===== config.mk =====
export PLATFORM = sky130hd
export DESIGN_NAME = pipe_ctrl_flat
export DESIGN_NICKNAME = d
export VERILOG_FILES = /design/src/rtl/pipe_ctrl_pkg.sv /design/src/rtl/pipe_ctrl_if.sv /design/src/rtl/pipe_ctrl.sv /design/src/flat_wrapper.sv
export SDC_FILE = /design/constraint.sdc
export NUM_CORES = 1
export LEC_CHECK = 0
export ABC_AREA = 0
export BUFFER_PORTS_ARGS = -buffer_cell sky130_fd_sc_hd__buf_2
export CORE_AREA = 2 2 120 87
export CTS_BUF_LIST = sky130_fd_sc_hd__clkbuf_16
export DETAILED_ROUTE_END_ITERATION = 7
export DIE_AREA = 0 0 122 89
export PLACE_DENSITY_LB_ADDON = 0.2
export SETUP_SLACK_MARGIN = 0.05
export SYNTH_ARGS = -nofsm -noshare
export SYNTH_HDL_FRONTEND = slang
export SYNTH_SLANG_ARGS = --single-unit

===== constraint.sdc =====
create_clock -name clk -period 3.3 [get_ports clk]
set_input_delay 0.165 -clock clk [delete_from_list [all_inputs] [get_ports clk]]
set_output_delay 0.165 -clock clk [all_outputs]
set_load 0.03 [all_outputs]

===== src/rtl/pipe_ctrl_pkg.sv =====
`default_nettype none
// ============================================================================
// Module  : pipe_ctrl_pkg
// Purpose : Shared encodings for the pipeline controller: per-stage stall
//           codes, the ERET exception code, the zero word and FSM states.
// Revision: 1.0 - initial release
// ============================================================================
package pipe_ctrl_pkg;

  // Single-bit stage hold values
  localparam logic STOP    = 1'b1;
  localparam logic NO_STOP = 1'b0;

  // Whole-vector stall patterns (bit0 PC ... bit5 WB)
  localparam logic [5:0] STALL_NONE = {6{NO_STOP}};
  localparam logic [5:0] STALL_ID   = {NO_STOP, NO_STOP, NO_STOP, STOP, STOP, STOP};
  localparam logic [5:0] STALL_EX   = {NO_STOP, NO_STOP, STOP, STOP, STOP, STOP};
  localparam logic [5:0] STALL_MEM  = {NO_STOP, STOP, STOP, STOP, STOP, STOP};

  localparam logic [31:0] ZERO_WORD = 32'h0000_0000;
  localparam logic [31:0] EXC_ERET  = 32'h0000_000e;

  typedef enum logic [1:0] {
    ST_RUN     = 2'd0,
    ST_STALL   = 2'd1,
    ST_FLUSHED = 2'd2
  } state_t;

endpackage : pipe_ctrl_pkg
`default_nettype wire


===== src/rtl/pipe_ctrl_if.sv =====
`default_nettype none
// ============================================================================
// Module  : pipe_ctrl_if
// Purpose : Bundle of stall/exception requests from the pipeline and the
//           hold/flush/redirect controls plus diagnostics returned to it.
// Revision: 1.0 - initial release
// ============================================================================
interface pipe_ctrl_if;
  logic        stallreq_id;
  logic        stallreq_ex;
  logic        stallreq_mem;
  logic [31:0] mem_excepttype;
  logic [31:0] cp0_epc;
  logic [5:0]  stall;
  logic        flush;
  logic [31:0] new_pc;
  logic [31:0] stall_cycles;
  logic [15:0] flush_count;
  logic        wdog_trip;

  // Pipeline side: raises requests, consumes controls
  modport master (
    output stallreq_id, stallreq_ex, stallreq_mem, mem_excepttype, cp0_epc,
    input  stall, flush, new_pc, stall_cycles, flush_count, wdog_trip
  );

  // Controller side
  modport slave (
    input  stallreq_id, stallreq_ex, stallreq_mem, mem_excepttype, cp0_epc,
    output stall, flush, new_pc, stall_cycles, flush_count, wdog_trip
  );
endinterface : pipe_ctrl_if
`default_nettype wire


===== src/rtl/pipe_ctrl.sv =====
`default_nettype none
// ============================================================================
// Module  : pipe_ctrl
// Purpose : Pipeline hazard controller. Prioritises exceptions over stall
//           requests, redirects the PC on exceptions, blocks a re-flush for
//           one cycle after each flush, and keeps stall/flush statistics
//           plus a sticky stall watchdog.
// Revision: 1.0 - initial release
// ============================================================================
module pipe_ctrl
  import pipe_ctrl_pkg::*;
#(
  parameter logic [31:0] EXC_VECTOR = 32'h0000_0020,
  parameter int unsigned WDOG_LIMIT = 255
) (
  input  wire logic  clk,
  input  wire logic  rst,
  pipe_ctrl_if.slave bus
);

  state_t      state;
  logic [5:0]  stall_sel;
  logic [5:0]  stall;
  logic        flush;
  logic [31:0] new_pc;
  logic [31:0] stall_cycles;
  logic [15:0] flush_count;
  logic [31:0] consec;
  logic [31:0] consec_next;
  logic        wdog_trip;

  // Controls are combinational so pipeline registers act on them at this edge;
  // FLUSHED masks the exception still sitting in MEM for one cycle.
  always_comb begin
    stall_sel = STALL_NONE;
    stall     = STALL_NONE;
    flush     = 1'b0;
    new_pc    = ZERO_WORD;
    if (bus.stallreq_mem)     stall_sel = STALL_MEM;
    else if (bus.stallreq_ex) stall_sel = STALL_EX;
    else if (bus.stallreq_id) stall_sel = STALL_ID;
    if (!rst) begin
      if (state != ST_FLUSHED && bus.mem_excepttype != ZERO_WORD) begin
        flush  = 1'b1;
        new_pc = (bus.mem_excepttype == EXC_ERET) ? bus.cp0_epc : EXC_VECTOR;
      end else begin
        stall = stall_sel;
      end
    end
  end

  // Next value of the consecutive-stall counter (clears on any gap or flush)
  always_comb begin
    consec_next = 32'd0;
    if (!flush && stall != STALL_NONE)
      consec_next = (consec >= WDOG_LIMIT) ? WDOG_LIMIT : consec + 32'd1;
  end

  // Controller state: flush always lands in FLUSHED, otherwise track stalling
  always_ff @(posedge clk) begin
    if (rst)                      state <= ST_RUN;
    else if (flush)               state <= ST_FLUSHED;
    else if (stall != STALL_NONE) state <= ST_STALL;
    else                          state <= ST_RUN;
  end

  // Statistics counters and sticky watchdog; wrap naturally at their widths
  always_ff @(posedge clk) begin
    if (rst) begin
      stall_cycles <= 32'd0;
      flush_count  <= 16'd0;
      consec       <= 32'd0;
      wdog_trip    <= 1'b0;
    end else begin
      if (stall != STALL_NONE) stall_cycles <= stall_cycles + 32'd1;
      if (flush)               flush_count  <= flush_count + 16'd1;
      consec <= consec_next;
      if (consec_next >= WDOG_LIMIT && consec_next != 32'd0) wdog_trip <= 1'b1;
    end
  end

  assign bus.stall        = stall;
  assign bus.flush        = flush;
  assign bus.new_pc       = new_pc;
  assign bus.stall_cycles = stall_cycles;
  assign bus.flush_count  = flush_count;
  assign bus.wdog_trip    = wdog_trip;

endmodule : pipe_ctrl
`default_nettype wire


===== src/flat_wrapper.sv =====
// flat-port wrapper written by rule: the top's interface ports become plain ports
module pipe_ctrl_flat import pipe_ctrl_pkg::*;
#(
  parameter logic [31:0] EXC_VECTOR = 32'h0000_0020,
  parameter int unsigned WDOG_LIMIT = 255
)
  (clk, rst, bus_stallreq_id, bus_stallreq_ex, bus_stallreq_mem, bus_mem_excepttype, bus_cp0_epc, bus_stall, bus_flush, bus_new_pc, bus_stall_cycles, bus_flush_count, bus_wdog_trip);
  pipe_ctrl_if bus_i ();
  input  wire logic clk;
  input  wire logic rst;
  input wire logic [$bits(bus_i.stallreq_id)-1:0] bus_stallreq_id;
  input wire logic [$bits(bus_i.stallreq_ex)-1:0] bus_stallreq_ex;
  input wire logic [$bits(bus_i.stallreq_mem)-1:0] bus_stallreq_mem;
  input wire logic [$bits(bus_i.mem_excepttype)-1:0] bus_mem_excepttype;
  input wire logic [$bits(bus_i.cp0_epc)-1:0] bus_cp0_epc;
  output wire logic [$bits(bus_i.stall)-1:0] bus_stall;
  output wire logic [$bits(bus_i.flush)-1:0] bus_flush;
  output wire logic [$bits(bus_i.new_pc)-1:0] bus_new_pc;
  output wire logic [$bits(bus_i.stall_cycles)-1:0] bus_stall_cycles;
  output wire logic [$bits(bus_i.flush_count)-1:0] bus_flush_count;
  output wire logic [$bits(bus_i.wdog_trip)-1:0] bus_wdog_trip;
  assign bus_i.stallreq_id = bus_stallreq_id;
  assign bus_i.stallreq_ex = bus_stallreq_ex;
  assign bus_i.stallreq_mem = bus_stallreq_mem;
  assign bus_i.mem_excepttype = bus_mem_excepttype;
  assign bus_i.cp0_epc = bus_cp0_epc;
  assign bus_stall = bus_i.stall;
  assign bus_flush = bus_i.flush;
  assign bus_new_pc = bus_i.new_pc;
  assign bus_stall_cycles = bus_i.stall_cycles;
  assign bus_flush_count = bus_i.flush_count;
  assign bus_wdog_trip = bus_i.wdog_trip;
  pipe_ctrl #(.EXC_VECTOR(EXC_VECTOR), .WDOG_LIMIT(WDOG_LIMIT)) u_core (.clk(clk), .rst(rst), .bus(bus_i));
endmodule

==> results.md, run 1 <==
* Status: complete, no violations
* Switching power share of the total at 23.4%
* Critical path type: flop to flop
* Footprint of the multi-input gates at 0.00206 sq mm
* Share of power burned in registers at 46.2%
* First-pass GRT wire length at 17.4 mm
* Register Area at 0.00166 sq mm
* Grt ovf at 0
* Post-CTS setup buffer count at 0
* Final nets at 684
* Crit-path max cell delay at 0.64 ns
* Initial antenna violation count at 0
* Iteration-0 DRC Markers at 281
* Clock slew at reported path FFs at 0.06 ns
* Die area at 0.0109 sq mm
* Synth area leader: dfxtp_1
* CTS Sinks at 83
* Max IR drop VDD at 0.276 mV
* Synth Area in Adders at 0.988%
* Crit-path cells: nand4_1, nor4_1, and3_1, o2111ai_1, a21oi_1
* Gate Count Post-Synth at 443
* WP buf/inv at 0
* Psw at 0.536 mW
* Root Buffer: clkbuf_16
* GPL Wtd Cong at 0.753
* Final Hold Vio Count at 0
* Die W at 122 microns
* Routed WL at 11.5 mm
* DR pass1 iterations at 4
* Vias in the first global route at 3436
* Core area at 0.00957 sq mm
* Fmax at 416 MHz
* Tcrit/Tclk final at 72.8%
* # hold bufs at CTS at 0
* Number of flops mapped to enable cells by yosys at 0
* Inserted Diodes at 0
* Post-synthesis mux area share at 0.297%
* Seq cells post-synth at 83
* Post-route setup slack at 0.896 ns
* Count of warnings emitted by yosys at 0
* DP HPWL at 8.36 mm
* Tightest Pin Transition at 1.06 ns
* Final setup violation count at 0
* Combinational Power Share at 7.9%
* # IOs at 157
* DIE HEIGHT at 89 microns
* Worst path slowest cell: and3_1
* Clk_lat worst skew at 0.34 ns
* RSZ-0062 raised after global routing: false
* Util after Layout at 53.2%
* CP arrival at 2.67 ns
* CTS tree: yes
* Synth top area share at 43.8%
* Lkg Pwr at 2.14 nW
* Simple logic cell fraction of the synthesized area at 28.0%
* Share of post-route cells with drive strength above 1 at 29.0%
* GRT Resource Usage Total at 20.3%
* Worst Path Required at 3.57 ns
* Synth Area in XOR/XNOR at 1.38%
* Port buffer count at 155
* Vias after detailed routing at 3971
* Synthesized area per cell at 8.57 sq um
* Largest family of logic cells by synthesized area: simple AND/OR/NAND/NOR gates
* Pint at 1.75 mW
* Drt wl/cell at 15.4 microns
* Max Slew Vio Count at 0
* Worst-path fanout max at 18
* Async set-reset flop share out of synthesis at 0%
* Synth-to-Final Area Change at 34.2%
* Synth Area in Compound Gates at 20.5%
* Clock Skews at 0.00699 ns
* Clock power frac at 45.9%
* Synth Flop Type: dfxtp_1
* Std cell rows at 30
* HP Class: input pin to flop
* Post-synth cell types at 44
* Crit start category: flop
* Post-place setup slack at 0.912 ns
* DR vias/cell at 5.33
* H-tree depth at 3
* Post-DRT Antenna Nets at 0
* Fin crit period at 2.40 ns
* Top cell family by delay on the critical path: simple AND/OR/NAND/NOR gates
* Rel. slew slack at 29.2%
* Sequential-to-total area share from yosys stat at 43.8%
* CTS Buf Count at 9
* Largest net degree at the start of global routing at 48
* Cell area after synthesis at 0.00380 sq mm
* Clock tree buffer depth at 2
* Crit. End Element: flop
* Largest cells by area after synthesis: dfxtp_1 44%, a21oi_1 6.2%, and2_1 5.4%, nor4_1 4.1%, o31ai_1 3.8%
* Post-cts sizing count at 0
* Filler instances at 926
* Max-cap violations at 0
* Setup TNS at 0 ns
* Pwr dens at 449 mW/mm^2
* # DRC at 0
* Starting Density at 39.7%
==> power groups by stage <==
| stage | sequential, mW | clock [mW] | combinational [mW] |
|---|---|---|---|
| floorplan | 1.09 | 0 | 0.0863 |
| global placement | 1.08 | 0 | 0.175 |
| detailed placement | 1.08 | 0 | 0.179 |
| CTS | 1.06 | 1.07 | 0.180 |
| global route | 1.06 | 1.12 | 0.198 |
| finish | 1.06 | 1.05 | 0.181 |
==> stage by stage <==
step	total power, mW	cell area, sq um	hold WS, ns	instances
after floorplan	1.17	3890	0.363	467
after global placement	1.25	4780	0.416	729
after detailed placement	1.26	4780	0.412	729
after CTS	2.31	5100	0.0513	745
after global routing	2.38	5100	0.0621	745
final	2.29	5100	0.0650	745
==> sequential cells by signal, indices dropped and copies added, names as in the netlist <==
name	flops
u_core.bus.wdog_trip	1
u_core.bus.stall_cycles	32
u_core.consec	32
u_core.state	2
u_core.bus.flush_count	16
==> worst paths after layout <==
kind	slack (ns)	from	cells past startpoint	endpoint
max	0.90	u_core.bus.stall_cycles[4]	5	u_core.bus.stall_cycles[27]
min	0.06	rst	2	u_core.bus.stall_cycles[5]
max reg2reg	0.90	u_core.bus.stall_cycles[4]	5	u_core.bus.stall_cycles[27]
min reg2reg	0.48	u_core.bus.flush_count[15]	2	u_core.bus.flush_count[15]
==> kinds of logic after synthesis <==
kind of cell | count (synthesis)
buf+inv | 45
other cells | 1
simple gates | 186
compound gates | 118
mux | 1
xor+xnor | 6
fa+ha+maj | 3
flops | 83
==> final cells by class <==
cell class	count	share of cell area, %
repair buffers	162	16.5
flip-flops and latches	83	32.6
clock buffers	9	4.42
well taps	128	3.14
inverters	17	1.25
multi-input cells	339	40.4
clock inverters	7	1.69
==> layer usage <==
| metal | vias up | routed length [microns] | GRT usage [%] |
|---|---|---|---|
| met2 | 101 | 5130 | 28.5 |
| met4 | 0 | 107 | 5.85 |
| li1 | 1987 | - | - |
| met5 | - | 0 | 0 |
| met1 | 1873 | 5610 | 30.5 |
| met3 | 10 | 650 | 5.23 |
==> layout by cell type, fill, tap and decap left out, types with 2 or more instances in the layout <==
master        n
or3_1         8
o2111ai_1     9
bufinv_16     2
nand2b_1      2
o211ai_1      2
o31ai_1      18
o21ai_0      13
a41o_1        8
or2_2         2
dfxtp_1      83
nand4b_1      7
nor2_1       17
buf_2       155
ha_1          3
nand3_1      12
clkbuf_16     9
o21a_1        5
or4_1        17
nand4_1      15
o31a_1        7
conb_1       25
xnor2_1       3
nand2_1      29
clkinvlp_4    2
buf_4         6
and2_1       33
nor3_1        9
and3_1        6
a21oi_1      47
nor4_1       24
xor2_1        3
inv_1        19
==> synth_stat cells, drive strengths merged (2+ instances only) <==
cell	instances
dfxtp	83
nand2	29
or3	8
o21a	5
nand2b	2
nor2	17
nor3	9
xnor2	3
nand4b	7
and2	34
or4	17
xor2	3
nand3	12
inv	16
and3	6
o21ai	13
nand4	15
clkbuf	19
o211ai	2
ha	3
o31ai	19
nor4	25
a41o	8
buf	9
a21oi	47
or2	2
o31a	7
o2111ai	9
No activity file was read; power rests on OpenSTA's default activity.
==> inputs of run 2 (changes only) <==
Clock period 3.3 ns to 2.1 ns, I/O delays scaled along.
==> run 2 against run 1 <==
  * Die area unchanged
  * Final cell count up 3.4%
  * First-iteration DRC count up 34%
  * Global-route usage up 0.35 points
  * Wire length up 0.80%
  * Sequential share of layout area down 1.4 points
  * Critical path depth up 1
  * Register-to-register slack worse by 0.70 ns
  * Combinational power up 64%
  * Critical endpoint is now bus_new_pc[24]
  * Critical path type is now flop to output port
==> results.md, run 2 (synthesized netlist as in run 1, its figures left out) <==
* Hold endpoint: u_core.consec[4]
* Worst Path Required at 2.00 ns
* Drt wl/cell at 15.1 microns
* CP arrival at 1.81 ns
* DP HPWL at 8.60 mm
* GPL Wtd Cong at 0.851
* Std cell rows at 30
* Tcrit/Tclk final at 91.4%
* GRT Resource Usage Total at 20.7%
* Clock slew at reported path FFs at 0.06 ns
* Share of post-route cells with drive strength above 1 at 33.3%
* CTS Buf Count at 9
* Pwr dens at 682 mW/mm^2
* Clock Skews at 0.00572 ns
* Worst-path fanout max at 31
* R2r setup slk at 0.20 ns
* H-tree depth at 3
* DIE HEIGHT at 89 microns
* Max Slew Vio Count at 0
* Rel. slew slack at 63.4%
* Routed WL at 11.6 mm
* Die area at 0.0109 sq mm
* Crit start category: flop
* Starting Density at 39.7%
* Critical path type: flop to output port
* Worst r2r dst: u_core.bus.stall_cycles[30]
* CTS tree: yes
* Commonest non-fill, non-tap cell in the layout: buf_2
* Initial antenna violation count at 1
* DR pass1 iterations at 5
* Largest net degree at the start of global routing at 49
* Util after Layout at 55.8%
* DP Area at 0.00498 sq mm
* Final setup violation count at 0
* Core area at 0.00957 sq mm
* Grt ovf at 0
* Finished Cell Area at 0.00534 sq mm
* Fin crit period at 1.92 ns
* Port buffer count at 155
* HP Class: input pin to flop
* Vias after detailed routing at 4087
* Clock tree buffer depth at 2
* # DRC at 0
* Max IR drop VDD at 0.428 mV
* Finished Layout Cells at 770
* Die W at 122 microns
* Commonest cells after routing, fill and taps aside: 155 x buf_2, 80 x dfxtp_1, 47 x a21oi_1
* DR vias/cell at 5.31
* Crit. End Element: output port
* Final Hold Vio Count at 0
* Reg2Reg Depth at 7
* RSZ-0062 raised after global routing: false
* Lkg Pwr at 2.27 nW
* Post-DRT Antenna Nets at 0
* # IOs at 157
* Max-cap violations at 0
* Inserted Diodes at 0
* First-pass GRT wire length at 17.5 mm
* Tightest Pin Transition at 0.549 ns
* Iteration-0 DRC Markers at 377
* DP Cell Count at 752
* WHS Path Cells at 3
* Fmax at 521 MHz
* Root Buffer: clkbuf_16
* Final nets at 709
* Synth-to-Final Area Change at 40.5%
* Total power at 3.64 mW
* Status: complete, no violations
* Hold path startpoint: rst
* Clk_lat worst skew at 0.34 ns
* Vias in the first global route at 3408
* Regs by FF count: u_core.bus.stall_cycles (32), u_core.consec (32), u_core.bus.flush_count (16)
* Crit Reg-Reg Startpoint: u_core.bus.stall_cycles[5]
* Setup TNS at 0 ns
* CTS Sinks at 83
==> run 2: per-layer routing <==
| metal | global-route usage [%] | part of all wire (%) | vias up |
|---|---|---|---|
| met5 | 0 | 0.11 | - |
| met4 | 5.22 | 0.49 | 2 |
| met3 | 5.93 | 7.0 | 9 |
| met2 | 29.1 | 46 | 126 |
| met1 | 30.9 | 47 | 1917 |
| li1 | - | - | 2033 |
==> run 2: how the worst max path moves through the flow <==
stage                               startpoint                          end  slack, ns  depth (start not counted)
finish                         u_core.state[0]               bus_new_pc[24]       0.18                          6
global route        u_core.bus.stall_cycles[5]  u_core.bus.stall_cycles[30]       0.05                          7
CTS                            u_core.state[0]                 bus_stall[0]       0.08                          5
detailed placement       bus_mem_excepttype[0]  u_core.bus.stall_cycles[14]       0.07                          7
global placement        bus_mem_excepttype[25]  u_core.bus.stall_cycles[16]       0.12                          7
floorplan           u_core.bus.stall_cycles[5]  u_core.bus.stall_cycles[28]       0.06                          7
==> run 2: where the power goes <==
group | switching (mW) | internal (mW) | total [mW]
clock network | 0.644 | 1.04 | 1.68
logic | 0.182 | 0.114 | 0.296
registers | 0.0375 | 1.62 | 1.66
==> run 2: timing repair <==
action                                  CTS  global route
endpoints found under the setup margin    0            30
resized for setup                         0             6
buffers inserted                          0             2
hold buffers                              0             0
==> run 2: worst max-delay path, stage by stage, from the launching register on <==
cell      delay [ns]
dfxtp_1         0.31
nand2b_1        0.25
nand2_1         0.11
nor4_2          0.17
buf_6           0.23
and2_1          0.19
buf_2           0.21
==> run 2: cell type report <==
class,count,area (sq um)
flip-flops and latches,83,1670
clock inverters,7,91.3
inverters,17,63.8
repair buffers,187,1040
well taps,128,160
clock buffers,9,225
fillers,889,4240
multi-input cells,339,2090
==> run 2: through the flow <==
| stage | setup WS [ns] | hold WS [ns] |
|---|---|---|
| floorplan | 0.0637 | 0.303 |
| global placement | 0.120 | 0.465 |
| detailed placement | 0.0652 | 0.470 |
| CTS | 0.0776 | 0.253 |
| global route | 0.0491 | 0.177 |
| finish | 0.181 | 0.158 |
